==> config.mk <==
export PLATFORM = sky130hd
export DESIGN_NAME = led_matrix_scanner
export DESIGN_NICKNAME = d
export VERILOG_FILES = /design/src/rtl/led_matrix_scanner.sv
export SDC_FILE = /design/constraint.sdc
export NUM_CORES = 1
export LEC_CHECK = 0
export BUFFER_PORTS_ARGS = -buffer_cell sky130_fd_sc_hd__buf_4
export CORE_ASPECT_RATIO = 0.8
export CORE_MARGIN = 1
export CORE_UTILIZATION = 30
export DETAILED_ROUTE_END_ITERATION = 10
export PLACE_DENSITY_LB_ADDON = 0.08
export SLEW_MARGIN = 0
export SYNTH_ARGS = -nofsm -noshare
export SYNTH_HDL_FRONTEND = slang
export SYNTH_SLANG_ARGS = --single-unit
export TNS_END_PERCENT = 20
==> constraint.sdc <==
create_clock -name CLK -period 5.8 [get_ports CLK]
set_clock_uncertainty 0.2 [all_clocks]
set_input_delay 0.29 -clock CLK [delete_from_list [all_inputs] [get_ports CLK]]
set_output_delay 0.29 -clock CLK [all_outputs]
set_load 0.05 [all_outputs]
==> src/rtl/led_matrix_scanner.sv <==
// Scan driver for the 8x8 tri-colour LED matrix and two-digit 7-segment score.
// Keeps a double-buffered frame store and swaps banks only at frame boundaries.
module led_matrix_scanner #(
    parameter int SCAN_DIV     = 25000,
    parameter int BLANK_CYCLES = 16
) (
    input  logic        CLK,
    input  logic        reset,
    input  logic        wr_en,
    input  logic [2:0]  wr_x,
    input  logic [2:0]  wr_y,
    input  logic [2:0]  wr_rgb,
    input  logic        clr,
    input  logic        swap_req,
    output logic        swap_ack,
    output logic        frame_start,
    input  logic [3:0]  score_ones,
    input  logic [3:0]  score_tens,
    output logic [0:27] led,
    output logic        a,
    output logic        b,
    output logic        c,
    output logic        d,
    output logic        e,
    output logic        f,
    output logic        g,
    output logic [0:3]  COM
);

    localparam int CNT_W = (SCAN_DIV > 1) ? $clog2(SCAN_DIV) : 1;
    localparam logic [CNT_W-1:0] CNT_LAST  = CNT_W'(SCAN_DIV - 1);
    localparam logic [CNT_W-1:0] BLANK_END = CNT_W'(BLANK_CYCLES);

    logic [CNT_W-1:0] cnt;
    logic [CNT_W-1:0] cnt_next;
    logic [2:0]       col;
    logic [2:0]       col_next;
    logic             phase;
    logic             phase_next;
    logic             front_sel;
    logic             pending;
    logic             cnt_wrap;
    logic             frame_wrap;
    logic             do_swap;
    logic             blank_next;

    logic [2:0]       bank      [2][64];
    logic [2:0]       back_next [64];
    logic [2:0]       disp      [8];

    logic [0:27]      led_next;
    logic [6:0]       seg;
    logic [6:0]       seg_next;
    logic [3:0]       digit;

    always_comb begin
        cnt_wrap   = (cnt == CNT_LAST);
        frame_wrap = cnt_wrap && (col == 3'd7);
        do_swap    = frame_wrap && (pending || swap_req);
        cnt_next   = cnt_wrap ? '0 : cnt + 1'b1;
        col_next   = cnt_wrap ? col + 3'd1 : col;
        phase_next = phase ^ cnt_wrap;
        blank_next = (cnt_next < BLANK_END);
    end

    // Clear happens before the write, so a same-cycle write survives the clear.
    always_comb begin
        for (int i = 0; i < 64; i++) begin
            back_next[i] = clr ? 3'b000 : bank[~front_sel][i];
        end
        if (wr_en) begin
            back_next[{wr_x, wr_y}] = wr_rgb;
        end
    end

    // Outputs are built from post-edge state; on a swap edge the old back bank is what gets shown.
    always_comb begin
        led_next = '1;
        for (int y = 0; y < 8; y++) begin
            disp[y] = do_swap ? back_next[{col_next, 3'(y)}]
                              : bank[front_sel][{col_next, 3'(y)}];
            for (int ch = 0; ch < 3; ch++) begin
                led_next[8*ch + 7 - y] = blank_next | ~disp[y][2 - ch];
            end
        end
        led_next[24:26] = col_next;
        led_next[27]    = 1'b1;
    end

    always_comb begin
        digit = phase_next ? score_tens : score_ones;
        case (digit)
            4'd0:    seg_next = 7'b0000001;
            4'd1:    seg_next = 7'b1001111;
            4'd2:    seg_next = 7'b0010010;
            4'd3:    seg_next = 7'b0000110;
            4'd4:    seg_next = 7'b1001100;
            4'd5:    seg_next = 7'b0100100;
            4'd6:    seg_next = 7'b0100000;
            4'd7:    seg_next = 7'b0001111;
            4'd8:    seg_next = 7'b0000000;
            4'd9:    seg_next = 7'b0000100;
            default: seg_next = 7'b1111111;
        endcase
    end

    always_ff @(posedge CLK) begin
        if (reset) begin
            for (int bk = 0; bk < 2; bk++) begin
                for (int i = 0; i < 64; i++) begin
                    bank[bk][i] <= 3'b000;
                end
            end
            front_sel   <= 1'b0;
            pending     <= 1'b0;
            cnt         <= '0;
            col         <= 3'd0;
            phase       <= 1'b0;
            swap_ack    <= 1'b0;
            frame_start <= 1'b0;
            led         <= {24'hFF_FFFF, 4'h0};
            seg         <= 7'b1111111;
            COM         <= 4'b1111;
        end else begin
            for (int i = 0; i < 64; i++) begin
                bank[~front_sel][i] <= back_next[i];
            end
            front_sel   <= front_sel ^ do_swap;
            pending     <= do_swap ? 1'b0 : (pending | swap_req);
            cnt         <= cnt_next;
            col         <= col_next;
            phase       <= phase_next;
            swap_ack    <= do_swap;
            frame_start <= frame_wrap;
            led         <= led_next;
            seg         <= seg_next;
            COM         <= phase_next ? 4'b1101 : 4'b1110;
        end
    end

    assign {a, b, c, d, e, f, g} = seg;

endmodule

==> metrics.md, run 1 <==
| Metric | Value |
|---|---|
| Status | `finished with violations` |
| Failing checks | `design-rule violations` |
| N_diodes | `0` |
| Starting Density | `30.4%` |
| Register bit total from synthesis | `441` |
| Initial drt markers | `1157` |
| GRT Util Overall | `18.3%` |
| Final HPWL DP | `39500 um` |
| Crit path capture type | `flop` |
| CTS root buf | `clkbuf_16` |
| Fin Hold WS | `0.102 ns` |
| FP Rows | `91` |
| # H-tree levels | `2` |
| Residual DRC | `18` |
| CP max FO | `13` |
| Clk pin slew, worst setup/hold paths | `0.06 ns` |
| PortBufs | `60` |
| CP top delay family | `buffers and inverters` |
| PwrDens | `263 nW/um^2` |
| Net count reported at finish | `2088` |
| WP data required | `6.14 ns` |
| TritonCTS sink count | `441` |
| Maximum vdd ir drop | `0.189 mV` |
| Max-Slew Margin vs Limit | `24.4%` |
| Final setup fails | `0` |
| Placer Congestion | `0.735` |
| Final max-slew violation count | `0` |
| Netlist cell types | `56` |
| Slew @ Worst Pin | `1.13 ns` |
| Io pins | `63` |
| Total Die Area | `79400 um^2` |
| Post-cts gate resize count | `0` |
| Layout cells sized above 1 | `11.4%` |
| RSZ-0062 raised after global routing | `no` |
| Worst-Skew Late Latency | `0.61 ns` |
| Ys async rst share | `0%` |
| Critical path class | `reg2reg` |
| Post-synth top flop | `edfxtp_1` |
| Largest net degree at the start of global routing | `146` |
| Routed len/inst | `23.2 um` |
| Fin area | `26600 um^2` |
| Warnings, synthesis | `0` |
| Final Hold Vio Count | `0` |
| Die Width | `315 um` |
| Setup TNS | `0 ns` |
| Fin crit share | `69.4%` |
| DRT antenna net count | `0` |
| Mapped Area | `23500 um^2` |
| Initial antenna violation count | `0` |
| Num CTS Buffers | `51` |
| Synth Instances | `2071` |
| Post-synthesis sequential area ratio | `54.0%` |
| CTS tree | `built` |
| Fmax achieved | `248 MHz` |
| Via count | `16000` |
| Worst path slowest cell | `dlygate4sd3_1` |
| R2R Path Start | `cnt[0]$_SDFF_PP0_` |
| Clock Tree Buf Depth | `3` |
| Worst Setup SP | `cnt[0]$_SDFF_PP0_` |
| CP cell instances | `ha_1, and4_1, and4_1, xnor2_1, mux2i_2, dlygate4sd3_1, nand3_1, nand2_1, dlygate4sd3_1` |
| P&R area growth vs syn | `13.4%` |
| Via density | `5.11` |
| Hold Crit Class | `in2reg` |
| Vias in the first global route | `16300` |
| Slowest stage delay, CP | `0.70 ns` |
| Total grt overflow | `0` |
| Pre-antenna DRT Iters | `8` |
| Chip Height | `252 um` |
| Post-synth EDFFs | `384` |
| Start point of the worst hold path | `score_tens[0]` |
| Cell Area, Placed | `24900 um^2` |
| Final WL | `72400 um` |
| CP startpoint kind | `flop` |
| First-pass GRT wire length | `108000 um` |
| Final min period | `4.02 ns` |
| Static leakage | `10.1 nW` |
| R2r setup slk | `1.78 ns` |
| Max Cap Viol | `0` |
| Worst path arrival time | `4.36 ns` |
| Core box area | `77300 um^2` |
| Syn avg cell area | `11.3 um^2` |
| Number of buffers and inverters on the critical path | `2` |
## Yosys cell counts (all sizes together) (2+ instances only)
cell type  instances  share of area (%)
clkbuf           110                1.8
mux4              44                4.2
and3               2              0.053
o211ai             2              0.064
nand3b             4               0.13
nor2             571                9.1
nand2             91                1.5
nor2b              5               0.13
nand3              9               0.19
mux2               9               0.45
o211a              3               0.13
and3b              3               0.11
a21oi             62                1.3
buf               49                1.1
xnor2             10               0.37
o31ai             21                1.0
o41ai              3               0.11
or2                7               0.19
nand4              4               0.17
xor2               6               0.22
o221ai            24               0.90
ha                 9               0.48
dfxtp             57                4.9
a31oi              5               0.13
mux2i            427                 18
nor3b              3              0.096
o22ai             23               0.61
inv                5              0.080
nor3              65                1.4
nand2b             7               0.19
edfxtp           384                 49
and4               3               0.11
o21ai             10               0.21
a22o              21               0.78
## worst register-to-register path, stage by stage, from the launching register on
cell and delay, ns:
dfxtp_1 0.32, ha_1 0.25, and4_1 0.25, and4_1 0.39
xnor2_1 0.63, mux2i_2 0.53, dlygate4sd3_1 0.70, nand3_1 0.09
nand2_1 0.07, dlygate4sd3_1 0.53
## worst paths after layout
path	endpoint	cells after the start
max	seg[4]$_SDFF_PP1_	9
min	seg[2]$_SDFF_PP1_	5
max reg2reg	seg[4]$_SDFF_PP1_	9
min reg2reg	cnt[0]$_SDFF_PP0_	1
## registers in the layout (all words and copies together), names as in the netlist, 2 cells and up
signal and cells:
COM 2, bank 384, cnt 15, led 28
seg 7
## per-layer routing
| layer | part of all wire [%] | global-route usage [%] |
|---|---|---|
| met2 | 46 | 29.5 |
| met4 | 2.0 | 4.34 |
| met3 | 4.5 | 2.78 |
| met1 | 48 | 25.6 |
| met5 | 0 | 0 |
## kinds of logic after synthesis
logic type	synth area share (%)
AND/OR/NAND/NOR	13.5
other	0.0160
AO/OA/AOI/OAI	5.58
multiplexers	22.9
flip-flops	54.0
buffers and inverters	2.94
adder cells (fa/ha/maj)	0.480
XOR/XNOR	0.597
## report_power, final
group | internal (mW) | switching [mW] | total [mW] | leakage, nW
Clock | 1.83 | 1.34 | 3.17 | 0.771
Sequential | 3.50 | 0.0421 | 3.54 | 4.65
Combinational | 0.0817 | 0.221 | 0.303 | 4.68
## layout make-up
| type | count | area (um^2) |
|---|---|---|
| multi-input combinational | 1466 | 10200 |
| sequential | 441 | 12700 |
| tap | 1023 | 1280 |
| clock buffer | 86 | 1500 |
| fill | 7669 | 50700 |
| inverter | 6 | 22.5 |
| clock inverter | 9 | 91.3 |
| timing repair buffer | 91 | 826 |
## cell usage in the layout (no fill, tap or decap), types with 3 or more instances in the layout
master and count:
o31ai_2 17, nor3_1 63, xnor2_1 9, a21oi_1 62
nor2b_1 5, clkbuf_8 5, o221ai_1 24, mux4_2 44
nand2_1 87, clkbuf_1 28, nand4_1 3, clkbuf_16 53
dfxtp_1 56, o211a_1 3, o31ai_1 4, nand2b_1 6
ha_1 9, xor2_1 6, clkinv_2 4, o22ai_1 23
nand3_1 9, o21ai_0 9, dlygate4sd3_1 9, nor3b_4 3
inv_1 5, a22o_1 21, buf_12 9, and3b_1 3
mux2_2 8, mux2i_1 426, and4_1 3, nand3b_1 4
edfxtp_1 384, a31oi_1 5, nor2_1 571, buf_4 71
or2_2 6, clkinv_1 4, o41ai_1 3
## stage by stage
| step | total power [mW] | setup slack (ns) | util (%) | cells |
|---|---|---|---|---|
| 2_1_floorplan | 3.77 | 1.45 | - | 2072 |
| 3_3_place_gp | 3.91 | 2.05 | 32.3 | 3018 |
| 3_5_place_dp | 3.91 | 1.99 | 32.3 | 3018 |
| 4_1_cts | 7.11 | 1.72 | 34.4 | 3122 |
| 5_1_grt | 7.26 | 1.45 | 34.4 | 3122 |
| 6_report | 7.02 | 1.78 | 34.4 | 3122 |
## timing repair
item,in CTS,in global routing
hold endpoints to repair,15,0
buffers inserted,0,0
hold buffers,9,0
endpoints found under the setup margin,0,0
Power figures use the tool's default switching activity.
==> run 2: changes to the inputs <==
- ABC_AREA: default -> 1
- clock period: 5.8 -> 3.81 ns (I/O delays scaled with it)
==> run 2 against run 1 <==
Against the previous run:
- the flow now finishes without violations
- die area increased by 3.4%
- hold slack improved by 0.015 ns
- global-route usage grew 2.1 points
- sequential power grew 51%
- synthesized cell count rose by 49%
- count of clock-buffer cells in the layout down 7
- wire length up 16%
- final cell count rose by 33%
- register-to-register slack got worse by 1.4 ns
- non-clock buffer count rose by 61
- sequential share of layout area down 2.0 points
- critical path type unchanged
- largest power group unchanged
- highest routed layer unchanged
==> metrics.md, run 2 <==
| Metric | Value |
|---|---|
| Most common cell in the netlist | `nor2_1` |
| Final setup margin | `0.362 ns (-1.41 ns)` |
| Post-CTS setup buffer count | `0 (unchanged)` |
| Status | `completed` |
| Slew @ Worst Pin | `1.11 ns (-0.0286 ns)` |
| Post-synth top area share | `47.5% (-1.6 points)` |
| Fin cells | `4155 (+33%)` |
| RSZ-0062 raised after global routing | `no` |
| P&R area growth vs syn | `14.4%` |
| Starting Density | `30.6% (+0.21 points)` |
| TritonCTS sink count | `441 (unchanged)` |
| Final HPWL DP | `48300 um (+22%)` |
| Register bit total from synthesis | `441 (unchanged)` |
| CTS root buf | `clkbuf_16` |
| Routed len/inst | `20.2 um (-13%)` |
| Path depth of the worst reg2reg path | `14 (+5)` |
| Worst path arrival time | `3.73 ns (-0.63 ns)` |
| Sw Ratio | `23.6% (+0.83 points)` |
| FP Rows | `92 (+1.1%)` |
| Final max-slew violation count | `0 (unchanged)` |
| DRT antenna net count | `0 (unchanged)` |
| Net Switching | `2.52 mW (+58%)` |
| Reg power frac | `49.9% (-0.6 points)` |
| Total Die Area | `82100 um^2 (+3.4%)` |
| Chip Height | `257 um (+1.7%)` |
| CP max FO | `8 (-5)` |
| Internal power | `8.15 mW (+50%)` |
| Io pins | `63 (unchanged)` |
| Initial antenna violation count | `0 (unchanged)` |
| Dpl ws | `0.676 ns (-1.32 ns)` |
| Die Width | `320 um (+1.7%)` |
| First-pass GRT wire length | `127000 um (+17%)` |
| Mapped Area | `24300 um^2 (+3.5%)` |
| Residual DRC | `0 (-18)` |
| Post-synth top flop | `edfxtp_1` |
| Fin Hold WS | `0.118 ns (+0.0155 ns)` |
| Initial drt markers | `1639 (+42%)` |
| CP startpoint kind | `flop` |
| Final WL | `84100 um (+16%)` |
| Combinational power share | `5.0% (+0.7 points)` |
| Max Cap Viol | `0 (unchanged)` |
| Via count | `21200 (+33%)` |
| Hold Crit Class | `in2reg` |
| PortBufs | `60 (unchanged)` |
| Cell Area, Placed | `26100 um^2 (+4.4%)` |
| Ranking of synthesized cells by area | `edfxtp_1 47%, o21ai_0 11%, nor2_1 8.5%` |
| Setup TNS | `0 ns (unchanged)` |
| Warnings, synthesis | `0 (unchanged)` |
| Top Registers | `bank: 384 flops, led: 28 flops, cnt: 15 flops` |
| R2R Path Start | `cnt[0]$_SDFF_PP0_` |
| R2r setup slk | `0.36 ns (-1.41 ns)` |
| Max reg flops | `384 (unchanged)` |
| Worst-Skew Late Latency | `0.62 ns (about the same)` |
| Clk pin slew, worst setup/hold paths | `0.06 ns (about the same)` |
| Fmax achieved | `290 MHz (+17%)` |
| GRT Util Overall | `20.4% (+2.1 points)` |
| # H-tree levels | `2 (unchanged)` |
| Syn avg cell area | `7.86 um^2 (-31%)` |
| Static leakage | `10.6 nW (+5.0%)` |
| Start point of the worst hold path | `wr_x[2]` |
| Layout cells sized above 1 | `7.53% (-3.9 points)` |
| Placed insts | `4043 (+34%)` |
| Hold Path Depth | `5 (unchanged)` |
| WP data required | `4.10 ns (-2.04 ns)` |
| Crit path capture type | `flop` |
| Placer Congestion | `0.785 (+6.8%)` |
| Total grt overflow | `0 (unchanged)` |
| Num CTS Buffers | `53 (+3.9%)` |
| Core box area | `79400 um^2 (+2.7%)` |
| Power, Total | `10.7 mW (+52%)` |
| Max-Slew Margin vs Limit | `26.3% (+1.9 points)` |
| # fillers | `8326 (+8.6%)` |
| Net count reported at finish | `3111 (+49%)` |
| Netlist cell types | `35 (-38%)` |
| Fin crit share | `90.5% (+21 points)` |
| Maximum vdd ir drop | `0.316 mV (+68%)` |
| Final setup fails | `0 (unchanged)` |
| Pre-antenna DRT Iters | `5 (-3)` |
| Largest net degree at the start of global routing | `132 (-9.6%)` |
| Reg2Reg Capture Point | `seg[3]$_SDFF_PP1_` |
| Critical path class | `reg2reg` |
| Post-synth EDFFs | `384 (unchanged)` |
| N_diodes | `0 (unchanged)` |
| Post-synthesis sequential area ratio | `52.2% (-1.8 points)` |
| Worst Hold End | `bank[0][139]$_SDFFCE_PN0N_` |
| Fin area | `27800 um^2 (+4.4%)` |
| Ys async rst share | `0% (unchanged)` |
| Clock power frac | `45.0% (-0.2 points)` |
| Commonest non-fill, non-tap cells in the layout | `550 x nor2_1, 545 x o21ai_0, 515 x nand2_1` |
| Most common cell after layout, fill and taps aside | `nor2_1` |
| Final Hold Vio Count | `0 (unchanged)` |
| Clock Tree Buf Depth | `3 (unchanged)` |
| Via density | `5.09 (-0.44%)` |
| Top cells by count, synth | `550 x nor2_1, 546 x o21ai_0, 520 x nand2_1` |
| Layout Utilization | `35.0% (+0.55 points)` |
| PwrDens | `384 nW/um^2 (+46%)` |
| CTS tree | `built` |
| Synth Instances | `3092 (+49%)` |
| Cell taking the most area after synthesis | `edfxtp_1` |
| Biggest register | `bank` |
| Vias in the first global route | `19900 (+22%)` |
| Final min period | `3.45 ns (-0.577 ns)` |
## run 2: timing repair
action,CTS,global route
endpoints found under the setup margin,0,3
hold endpoints to repair,44,1
gates resized for setup,0,2
hold buffers,15,1
## run 2: cell type report
cell class / instances / area [um^2] / share of cell area, %
Multi-Input combinational cell: 2195 / 9860 / 35.5
Sequential cell: 441 / 12700 / 45.6
Clock buffer: 79 / 1470 / 5.30
Inverter: 237 / 898 / 3.23
Clock inverter: 17 / 108 / 0.387
Timing Repair Buffer: 152 / 1490 / 5.36
Tap cell: 1034 / 1290 / 4.65
## run 2: worst max path at each step
stage	start	end	slack, ns	depth (start not counted)
6_report	cnt[0]$_SDFF_PP0_	seg[3]$_SDFF_PP1_	0.36	14
5_1_grt	cnt[0]$_SDFF_PP0_	seg[3]$_SDFF_PP1_	0.11	14
4_1_cts	cnt[0]$_SDFF_PP0_	seg[3]$_SDFF_PP1_	0.12	13
3_5_place_dp	cnt[0]$_SDFF_PP0_	seg[3]$_SDFF_PP1_	0.68	12
3_3_place_gp	cnt[0]$_SDFF_PP0_	seg[3]$_SDFF_PP1_	0.72	12
2_1_floorplan	front_sel$_SDFF_PP0_	bank[0][0]$_SDFFCE_PN0N_	-0.05	5
## run 2: cell families (layout without fill, tap and decap cells)
logic type	count (synthesis)	after routing	synth area share [%]
AOI/OAI and AO/OA	779	779	16.1
other	1	2	0.0154
and+or+nand+nor	1401	1401	23.6
buffers and inverters	457	485	7.52
DFF	441	441	52.2
xor gates and xnor gates	4	4	0.144
adders and majority gates	9	9	0.464
## run 2: power groups by stage
stage	Sequential, mW	Combinational (mW)	Clock [mW]
finish	5.33	0.538	4.81
global route	5.34	0.588	5.13
CTS	5.33	0.544	4.96
detailed placement	5.43	0.530	0
global placement	5.43	0.528	0
floorplan	5.45	0.271	0
## run 2: metal layers
metal / up-vias / global-route usage (%) / part of all wire (%)
met5: - / 0 / 0
li1: 10400 / - / -
met4: 0 / 4.84 / 2.0
met3: 97 / 2.80 / 5.4
met1: 10100 / 29.3 / 48
met2: 540 / 32.2 / 45
## run 2: critical path: stages, from the launching register on
cell	delay [ns]
dfxtp_1	0.37
ha_1	0.22
nand2_1	0.09
inv_2	0.08
nand2_2	0.06
nor2_4	0.12
nand2_2	0.19
xor2_1	0.41
nand2_1	0.11
o21ai_1	0.26
ha_1	0.31
nand3b_1	0.15
dlygate4sd3_1	0.57
nand3_1	0.09
nand3_1	0.09
==> run 3: changes to the inputs <==
- CELL_PAD_IN_SITES_DETAIL_PLACEMENT: default -> 1
- CELL_PAD_IN_SITES_GLOBAL_PLACEMENT: default -> 2
==> run 3 against run 2 <==
Against the previous run:
- flip-flop and latch count stayed put
- design area is 0.36% higher
- power is 5.8% higher
- critical endpoint is now seg[2]$_SDFF_PP1_
- hold slack worse by 0.074 ns
- die area stayed put
==> metrics.md, run 3 (synthesis results as in run 2) <==
| Metric | Value |
|---|---|
| Max Cap Viol | `0 (unchanged)` |
| Max reg flops | `384 (unchanged)` |
| DRT antenna net count | `0 (unchanged)` |
| Die Width | `320 um (unchanged)` |
| Worst-Skew Late Latency | `0.62 ns (about the same)` |
| Reg2Reg Capture Point | `seg[2]$_SDFF_PP1_` |
| Placed insts | `4037 (-0.15%)` |
| RSZ-0062 raised after global routing | `no` |
| Routed len/inst | `22.5 um (+11%)` |
| Via count | `21500 (+1.8%)` |
| CTS root buf | `clkbuf_16` |
| Hold Crit Class | `in2reg` |
| Clk pin slew, worst setup/hold paths | `0.06 ns (about the same)` |
| Starting Density | `30.6% (unchanged)` |
| Dpl ws | `0.633 ns (-0.0436 ns)` |
| Initial drt markers | `1271 (-22%)` |
| Fin area | `27900 um^2 (+0.36%)` |
| Final Hold Vio Count | `0 (unchanged)` |
| Layout Utilization | `35.1% (+0.12 points)` |
| Core box area | `79400 um^2 (unchanged)` |
| Total grt overflow | `0 (unchanged)` |
| Residual DRC | `0 (unchanged)` |
| Most common cell after layout, fill and taps aside | `nor2_1` |
| Hold Path Depth | `7 (+2)` |
| Maximum vdd ir drop | `0.320 mV (+1.3%)` |
| Final setup fails | `0 (unchanged)` |
| Setup TNS | `0 ns (unchanged)` |
| GRT Util Overall | `22.8% (+2.4 points)` |
| # H-tree levels | `2 (unchanged)` |
| First-pass GRT wire length | `142000 um (+12%)` |
| Cell Area, Placed | `25900 um^2 (-0.40%)` |
| Net count reported at finish | `3102 (-0.29%)` |
| Final min period | `3.44 ns (-0.00500 ns)` |
| Fin cells | `4151 (-0.096%)` |
| Critical path class | `reg2reg` |
| Fin Hold WS | `0.0437 ns (-0.0740 ns)` |
| PortBufs | `60 (unchanged)` |
| Final setup margin | `0.367 ns (+0.00500 ns)` |
| CTS tree | `built` |
| Fin crit share | `90.4% (-0.13 points)` |
| Crit path capture type | `flop` |
| Chip Height | `257 um (unchanged)` |
| Initial antenna violation count | `0 (unchanged)` |
| Biggest register | `bank` |
| Final WL | `93300 um (+11%)` |
| Static leakage | `10.7 nW (+0.50%)` |
| R2r setup slk | `0.37 ns (about the same)` |
| CP startpoint kind | `flop` |
| Vias in the first global route | `22100 (+11%)` |
| # fillers | `9364 (+12%)` |
| TritonCTS sink count | `441 (unchanged)` |
| Slew @ Worst Pin | `0.972 ns (-0.133 ns)` |
| Final max-slew violation count | `0 (unchanged)` |
| Fmax achieved | `290 MHz (+0.15%)` |
| CP max FO | `11 (+3)` |
| Start point of the worst hold path | `score_tens[1]` |
| FP Rows | `92 (unchanged)` |
| Register cell area after layout | `12700 um^2 (unchanged)` |
| Num CTS Buffers | `54 (+1.9%)` |
| N_diodes | `0 (unchanged)` |
| Io pins | `63 (unchanged)` |
| Worst path arrival time | `3.75 ns (+0.02 ns)` |
| Total Die Area | `82100 um^2 (unchanged)` |
| Area of the multi-input gates | `9880 um^2 (+0.15%)` |
| Pre-antenna DRT Iters | `5 (unchanged)` |
| R2R Path Start | `cnt[0]$_SDFF_PP0_` |
| Commonest non-fill, non-tap cells in the layout | `548 x nor2_1, 546 x o21ai_0, 515 x nand2_1` |
| Via density | `5.19 (+1.9%)` |
| Placer Congestion | `0.808 (+2.9%)` |
| Final HPWL DP | `57200 um (+19%)` |
| Clock Tree Buf Depth | `3 (unchanged)` |
| Power, Total | `11.3 mW (+5.8%)` |
| Top Registers | `bank: 384 flops, led: 28 flops, cnt: 15 flops` |
| WP data required | `4.12 ns (+0.02 ns)` |
| P&R area growth vs syn | `14.9%` |
| Largest net degree at the start of global routing | `109 (-17%)` |
| PwrDens | `404 nW/um^2 (+5.4%)` |
| Max-Slew Margin vs Limit | `35.2% (+8.9 points)` |
| Status | `completed` |
| Worst Hold End | `seg[2]$_SDFF_PP1_` |
| Layout cells sized above 1 | `8.02% (+0.49 points)` |
| Path depth of the worst reg2reg path | `15 (+1)` |
[run 3: cell types whose count changed in the layout (fill, tap and decap cells not counted), sizes merged]
cell / previous run / this run
buf: 136 / 130
clkinv: 18 / 24
clkbuf: 79 / 75
dlygate4sd3: 16 / 12
bufinv: 1 / 4
clkinvlp: 0 / 2
inv: 235 / 234
[run 3: how the worst max path moves through the flow]
stage / start / endpoint
2_1_floorplan: front_sel$_SDFF_PP0_ / bank[0][0]$_SDFFCE_PN0N_
3_3_place_gp: cnt[0]$_SDFF_PP0_ / seg[2]$_SDFF_PP1_
3_5_place_dp: cnt[0]$_SDFF_PP0_ / seg[2]$_SDFF_PP1_
4_1_cts: cnt[0]$_SDFF_PP0_ / seg[2]$_SDFF_PP1_
5_1_grt: cnt[0]$_SDFF_PP0_ / seg[3]$_SDFF_PP1_
6_report: cnt[0]$_SDFF_PP0_ / seg[2]$_SDFF_PP1_
[run 3: worst max-delay path, cell delays in order, from the launching register on]
cell and delay [ns]:
dfxtp_1 0.34, ha_1 0.25, nand2_1 0.11, inv_2 0.06, nand2_2 0.08, nor2_4 0.05, nand2_2 0.29, clkinv_2 0.20
nand2_1 0.13, nand2_2 0.10, o21ai_0 0.47, ha_1 0.23, nand2_1 0.07, a21oi_1 0.13, dlygate4sd3_1 0.57, nand2_1 0.05
[run 3: layout make-up]
| cell class | count | area share (%) |
|---|---|---|
| Timing Repair Buffer | 142 | 4.76 |
| Sequential cell | 441 | 45.4 |
| Inverter | 237 | 3.22 |
| Tap cell | 1034 | 4.64 |
| Clock inverter | 27 | 0.830 |
| Multi-Input combinational cell | 2195 | 35.4 |
| Clock buffer | 75 | 5.71 |
[run 3: where the power goes]
part	switching [mW]	leakage [nW]	total (mW)	internal, mW
logic	0.431	4.94	0.564	0.133
registers	0.0356	4.81	5.33	5.29
clock network	2.22	0.906	5.39	3.17
[run 3: per-layer routing]
layer	wire length, um	global-route usage (%)
met4	1820	5.28
met2	43000	37.3
met5	0	0
met3	2850	2.46
met1	45600	32.3
[run 3: repair_timing]
action | 4_1_cts | 5_1_grt
setup buffers | 0 | 0
hold buffers | 12 | 0
setup endpoints to repair | 0 | 2
endpoints found under the hold margin | 22 | 0
resized for setup | 0 | 1
